**config.mk**
```make
export PLATFORM = sky130hd
export DESIGN_NAME = icache
export DESIGN_NICKNAME = d
export VERILOG_FILES = /design/src/rtl/cpu_types_pkg.sv /design/src/rtl/icache.sv
export SDC_FILE = /design/constraint.sdc
export NUM_CORES = 1
export LEC_CHECK = 0
export BUFFER_PORTS_ARGS = -buffer_cell sky130_fd_sc_hd__clkbuf_2
export CAP_MARGIN = 20
export CORE_UTILIZATION = 35
export CTS_CLUSTER_SIZE = 8
export DETAILED_ROUTE_END_ITERATION = 8
export SYNTH_ARGS = -nofsm -noshare
export SYNTH_HDL_FRONTEND = slang
export SYNTH_SLANG_ARGS = --single-unit
```
**constraint.sdc**
```tcl
create_clock -name CLK -period 10.87 [get_ports CLK]
set_clock_uncertainty 0.15 [all_clocks]
set_input_delay 2.174 -clock CLK [delete_from_list [all_inputs] [get_ports CLK]]
set_output_delay 2.174 -clock CLK [all_outputs]
set_load 0.03 [all_outputs]
```
**src/rtl/cpu_types_pkg.sv**
```systemverilog
// cpu_types_pkg: shared CPU word and instruction-cache address types.
package cpu_types_pkg;
    typedef logic [31:0] word_t;
    localparam int ICACHE_IDXW = 4;
    localparam int ICACHE_TAGW = 30 - ICACHE_IDXW;
    typedef struct packed {
        logic [ICACHE_TAGW-1:0] tag;
        logic [ICACHE_IDXW-1:0] idx;
        logic [1:0]             bytoff;
    } icache_addr_t;
endpackage

```
**src/rtl/icache.sv**
```systemverilog
// icache: direct-mapped one-word-per-frame instruction cache with a two-state refill FSM.
module icache
    import cpu_types_pkg::*;
#(
    parameter int NSETS = 16,
    parameter int IDXW  = 4
) (
    input  logic        CLK,
    input  logic        nRST,
    input  logic        imemREN,
    input  logic [31:0] imemaddr,
    output logic        ihit,
    output logic [31:0] imemload,
    output logic        iREN,
    output logic [31:0] iaddr,
    input  logic        iwait,
    input  logic [31:0] iload
);
    localparam int TAGW = 30 - IDXW;
    typedef enum logic {IDLE, FETCH} state_t;
    state_t            state, next_state;
    logic [NSETS-1:0]  valid;
    logic [TAGW-1:0]   tags [NSETS];
    word_t             data [NSETS];
    word_t             miss_addr;
    logic [IDXW-1:0]   idx, miss_idx;
    logic [TAGW-1:0]   tag;
    logic              lookup_hit, fill;
    assign idx        = imemaddr[IDXW+1:2];
    assign tag        = imemaddr[31:IDXW+2];
    assign miss_idx   = miss_addr[IDXW+1:2];
    assign lookup_hit = valid[idx] && tags[idx] == tag;
    assign fill       = state == FETCH && !iwait;
    always_ff @(posedge CLK or negedge nRST) begin
        if (!nRST)
            state <= IDLE;
        else
            state <= next_state;
    end
    always_comb begin
        next_state = state;
        if (state == IDLE)
            next_state = (imemREN && !lookup_hit) ? FETCH : IDLE;
        else
            next_state = (!iwait || !imemREN) ? IDLE : FETCH;
    end
    always_comb begin
        ihit     = imemREN && state == IDLE && lookup_hit;
        imemload = data[idx];
        iREN     = state == FETCH;
        iaddr    = miss_addr;
    end
    // The miss address is word-aligned so the memory side never sees a byte offset.
    always_ff @(posedge CLK or negedge nRST) begin
        if (!nRST)
            miss_addr <= '0;
        else if (state == IDLE && next_state == FETCH)
            miss_addr <= imemaddr & 32'hFFFF_FFFC;
    end
    always_ff @(posedge CLK or negedge nRST) begin
        if (!nRST) begin
            valid <= '0;
            for (int i = 0; i < NSETS; i++) begin
                tags[i] <= '0;
                data[i] <= '0;
            end
        end else if (fill) begin
            valid[miss_idx] <= 1'b1;
            tags[miss_idx]  <= miss_addr[31:IDXW+2];
            data[miss_idx]  <= iload;
        end
    end
endmodule
```
# == After elaboration in Yosys (flattened, before gate mapping) ==
# Cells that the tools add are included.
# word_totals
ff_bits,975
inputBits,68
out_inout_bits,66
elab_cells,77
# op_classes
n_lt_le_gt_ge,6
n_eq_ne,1
n_mux,19
bitwise_logic,4
n_reduce_logical,12
# ops
cell,count
bitwise mux 512 bit,1
bitwise mux 416 bit,1
binary-select mux 32 bit (select 4 bit),1
demux 32 bit (select 4 bit),1
binary-select mux 26 bit (select 4 bit),1
demux 26 bit (select 4 bit),1
2-to-1 mux 32 bit,3
2-to-1 mux 26 bit,3
== test 26 bit,1
bitwise OR 16 bit,1
>= comparator 5 bit (second input constant),2
less-than comparator 4 x 5 -> 1 bit (second input constant),2
NOT 4 -> 5 bit,2
logical AND 1 bit,8
less-than comparator 5 x 1 -> 1 bit (second input constant),1
2-to-1 mux 1 bit,5
binary-select mux 1 bit (select 4 bit),1
demux 1 bit (select 4 bit),1
>= comparator 4 x 1 -> 1 bit (second input constant),1
zero test 1 bit,3
logical OR 1 bit,1
NOT 1 bit,1

# == Longest topological paths before layout ==
# logic_depth
ltp_word,11
mapped_depth,12
ltp_nobuf,8

# == Worst setup path after synthesis ==
# OpenSTA, ideal clock, no wires.
# synth_path
kind,input to output
from,in imemaddr[2]
to,out imemload[22]
t_arrival_ps,4578
t_required_ps,8546
setup_slack_ps,3968
cell_stages,8
n_path_buf,6
path_cell_list,buf_6 buf_6 buf_4 buf_2 buf_2 buf_2 mux4_2 mux4_2
# synth_via
elab_chain_len,4
# synth_lines
element,line_no,text
from (decl),icache.sv:11,"input logic [31:0] imemaddr,"
NOT 4 -> 5 bit (implied by the code),icache.sv:49,imemload = data[idx];
binary-select mux 32 bit (select 4 bit),icache.sv:49,
2-to-1 mux 32 bit (implied by the code) (2 in a row),icache.sv:49,
to (decl),icache.sv:13,"output logic [31:0] imemload,"
# Every way passes these cells. The select of a mux whose other input is x is not followed.

# == Worst setup path after layout ==
# layout_path
from,in imemaddr[3]
to,out ihit
# layout_via
elab_chain_len,7
elab_cells_between_ends,9
classes_between,eq/ne: 1; mux: 5; bitwise: 1; reduce/logical: 2
# layout_lines
element,line_no,text
NOT 4 -> 5 bit (implied by the code),icache.sv:32,assign lookup_hit = valid[idx] && tags[idx] == tag;
binary-select mux 26 bit (select 4 bit),icache.sv:32,
2-to-1 mux 26 bit (implied by the code) (2 in a row),icache.sv:32,
== test 26 bit,icache.sv:32,
logical AND 1 bit (*),icache.sv:32,
logical AND 1 bit (*),icache.sv:48,ihit = imemREN && state == IDLE && lookup_hit;
to (decl),icache.sv:12,"output logic ihit,"
# Every way passes the cells marked *; elsewhere a longest branch is shown, timed or not. The select of a mux whose other input is x is not followed.

==> results by stage <==
Clocking:
- TritonCTS built the clock tree.
- The clock root buffer is sky130_fd_sc_hd__clkbuf_16.
- The sink count of the clock tree is 975.
- The clock insertion delay at the later pin of the skew report is 0.71 ns.
- The clock tree buffer depth is 3.
- The post-cts hold buffer count is 0.
- Clock-pin slew was measured on the worst setup and hold paths at 0.05 ns.
- Post-CTS timing repair inserted 0 buffers for setup.
- The post-cts gate resize count is 0.
- The H-tree was split into 4 levels.
- Counting the buffers created by CTS gives 139.

Logic synthesis:
- Counting flops with a built-in enable in the synthesized netlist gives 0.
- After synthesis, the share of cell area in mux cells is 39.0%.
- The synthesized netlist devotes 1.11% of its cell area to compound gates.
- Synthesis produced 2680 cells.
- The register area share after synthesis is 55.5%.
- The yosys synthesis warning count is 0.
- Synthesis inferred 975 register bits.
- The synthesized netlist devotes 0% of its cell area to adder and majority cells.
- The synthesized netlist contains 58 unique library cells.
- The average instance in the mapped netlist occupies 16.4 µm².
- The synthesized cell area is 0.0439 mm².
- Of the total synthesized cell area, the portion taken by XOR and XNOR cells is 0.499%.
- The largest family of logic cells by synthesized area is multiplexers.
- After Yosys synthesis, and, or, nand and nor cells account for 1.44% of the synthesized area.
- The async set-or-reset flop fraction in the synthesized netlist is 100%.
- The most used flip-flop cell after synthesis is sky130_fd_sc_hd__dfrtp_1.

Worst setup path:
- In this design, the stage delay of the slowest critical-path cell is 0.94 ns.
- The worst-path maximum fanout is 69.
- At the worst endpoint, the arrival time is 6.52 ns.
- The number of cells on the worst reg-to-reg path is 10.
- The endpoint identified for the worst register-to-register timing path is iaddr[11]$_DFFE_PN0P_.
- The launch point of the worst path is imemaddr[3].
- The minimum setup slack among reg-to-reg paths is 6.86 ns.
- The critical path in this run is classified as in -> out.
- The element type at the critical path end is an output port.
- The cell family contributing the most delay on the critical path is buffers and inverters.
- Counting buffers and inverters, the worst setup path is 11 cells deep.
- Together, buffers and inverters on the worst path number 3.
- For this design, the slowest cell found on the critical path is sky130_fd_sc_hd__buf_4.
- The required time of the critical path is 8.55 ns.
- STA classifies the critical path startpoint as a primary input.
- The launch instance of the worst register-to-register path is tags[212]$_DFFE_PN0P_.
- Walking the worst path, the cells encountered are buf_8 -> buf_4 -> mux2i_1 -> a221o_1 -> o22ai_1 -> xnor2_1 -> o2111ai_1 -> nor3_1 -> nand3_1 -> nor2_1 -> clkbuf_2.

Die:
- The placeable core region is 0.124 mm².
- In this run the vertical extent of the chip is 356 µm.
- The effective utilization at floorplan is 35.4%.
- The die width is 356 µm.
- The die covers 0.127 mm².
- During I/O placement, the number of pins put on the boundary was 134.
- The site row count is 129.

Route:
- The average wire per cell in the routed design is 26.4 µm.
- Using the TritonRoute via totals, the vias-per-cell ratio works out to 5.50.
- The detail route stage leaves a number of antenna-violating nets equal to 0.
- The first routing iteration left 1530 violations.
- For this block, the routed nets add up to 116000 µm of wire.
- The overall via count from detail_route is 24.2k.
- The first-pass iteration count of the detailed router is 7.
- For this run, design rule violations remaining after detail routing come to 18.

Global routing:
- The first-pass GRT wire length is 176000 µm.
- The global-route track usage on met3 is 3.81%.
- The met2 track demand over resource is 30.9%.
- Global routing consumed, over all layers together, 18.7% of the routing resources.
- met2 is the most crowded layer.
- The maximum number of pins on one net before global-route repair is 197.
- The aggregate global routing overflow is 0.
- The global-route track usage on met1 is 24.7%.
- The via count of the first global-routing pass was 27.2k.
- The number of antenna violations at the first check in global routing is 6.

Timing:
- Setup total negative slack on the finished layout was measured at 0 ns.
- At the pin with the least slew margin, the transition time is 1.19 ns.
- Setup violations remaining at the end of the flow were counted as 0.
- The final max-slew violation count is 0.
- The worst setup margin is 2.02 ns.
- The number of endpoints with negative hold slack in the final report was 0.
- The timing-limited maximum frequency is 0.113 GHz.
- In this run the tightest slew margin relative to its limit is 21.0%.
- Counting I/O delays and the setup requirement, the final critical path takes 8.85 ns.
- The final worst-path cycle share is 81.4%.
- Setup repair after global routing left no endpoint under its margin.

Power and ir drop:
- In this run the static leakage power is 22.5 nW.
- VDD sags by at most 150 µV.
- The total power density per cell area is 245 mW/mm².

Final layout:
- Fill cells in the final layout number 11.1k.
- The relative area change from synthesis to final layout is 13.6%.
- Cells with a size suffix above 1 make up 56.4% of the layout.
- Leaving out fill and tap cells, the most frequent cell in the layout is sky130_fd_sc_hd__dfrtp_1.
- The net count of the finished layout is 2822.
- The top cell types in the final layout, fill and taps aside, are sky130_fd_sc_hd__dfrtp_1, sky130_fd_sc_hd__mux2_2, sky130_fd_sc_hd__mux4_2.

Run status:
- The final reports fail on DRC.
- The run finished, with violations left.

Place:
- Prior to clock tree synthesis, the placed netlist has a worst setup slack of 2.05 ns.
- At the end of routability-driven placement, the weighted congestion stood at 0.725.
- The HPWL after detailed placement is 64100 µm.
- During placement, the flow inserted port buffers numbering 129.

Worst hold path:
- The worst hold path depth is 1.
- The startpoint identified for the worst hold timing path is valid[9]$_DFFE_PN0P_.
- The worst hold path class is reg -> reg.
- The worst hold path terminates at valid[9]$_DFFE_PN0P_.

Flow run:
- The number of violations of the max-capacitance limit is 0.
-- final cells by class --
| cell class | count | area [µm²] | share of cell area (%) |
|---|---|---|---|
| multi-input cells | 1468 | 18700 | 37.4 |
| clock buffers | 147 | 3660 | 7.33 |
| repair buffers | 167 | 1030 | 2.06 |
| clock inverters | 6 | 71.3 | 0.143 |
| well taps | 1637 | 2050 | 4.11 |
| inverters | 3 | 13.8 | 0.0276 |
| flip-flops and latches | 975 | 24400 | 48.9 |
| diodes | 2 | 5.00 | 0.0100 |
-- routing by layer --
| metal | wire length (µm) | share of wire [%] |
|---|---|---|
| met1 | 50200 | 43 |
| met2 | 57700 | 50 |
| met3 | 5960 | 5.1 |
| met4 | 2610 | 2.2 |
| met5 | 52 | 0.045 |
-- Yosys cell counts (all sizes together), types with 2 or more instances --
master	count	area [µm²]
a21oi	5	25.0
a221oi	3	32.5
nor4	3	33.8
nand2	31	116
nand3	5	25.0
o2111ai	2	17.5
mux2i	42	420
a22oi	16	120
buf	111	576
xnor2	13	114
inv	3	11.3
xor2	12	105
and2	2	12.5
clkbuf	124	469
o211ai	4	30.0
o22ai	3	18.8
dfrtp	975	24400
mux2	965	11000
nor2b	9	56.3
o221ai	6	52.6
and3	3	18.8
nor3	12	60.1
o22a	4	35.0
o21a	2	15.0
a211o	2	17.5
mux4	253	5720
nor2	18	67.6
o32ai	2	17.5
nand4	5	31.3
nor3b	2	15.0
o211a	2	20.0
nand2b	18	113
or2	8	50.1
-- state kept, by name (all words and copies together), names as in the netlist --
signal  flops
iaddr      30
valid      16
iREN        1
data      512
tags      416
-- where the power goes --
group	leakage (nW)	total, mW	internal [mW]	switching [mW]
sequential	12.6	5.68	4.96	0.721
combinational	8.11	2.73	1.69	1.04
clock	1.84	3.83	2.34	1.49
-- cells by family (layout without fill, tap and decap cells) --
| group | after synthesis | in the layout |
|---|---|---|
| flops | 975 | 975 |
| other cells | 1 | 4 |
| xor+xnor | 25 | 25 |
| simple gates | 120 | 120 |
| buf+inv | 238 | 323 |
| mux | 1260 | 1260 |
| compound gates | 61 | 61 |
-- through the flow --
step	power, mW	area [µm²]	std cells	hold slack [ns]	util (%)
after floorplan	7.64	43900	2681	0.278	-
after global placement	8.22	46100	4249	0.294	37.2
after detailed placement	8.51	46100	4249	0.298	37.2
after CTS	12.4	49900	4402	0.309	40.2
after global routing	12.9	49900	4403	0.323	40.2
final	12.2	49900	4405	0.310	40.2
-- worst max path at each step --
stage / endpoint / slack (ns)
final: ihit / 2.02
after global routing: ihit / 1.87
after CTS: ihit / 2.04
after detailed placement: ihit / 2.05
after global placement: ihit / 1.95
after floorplan: imemload[22] / 3.97
Power figures use the tool's default switching activity.
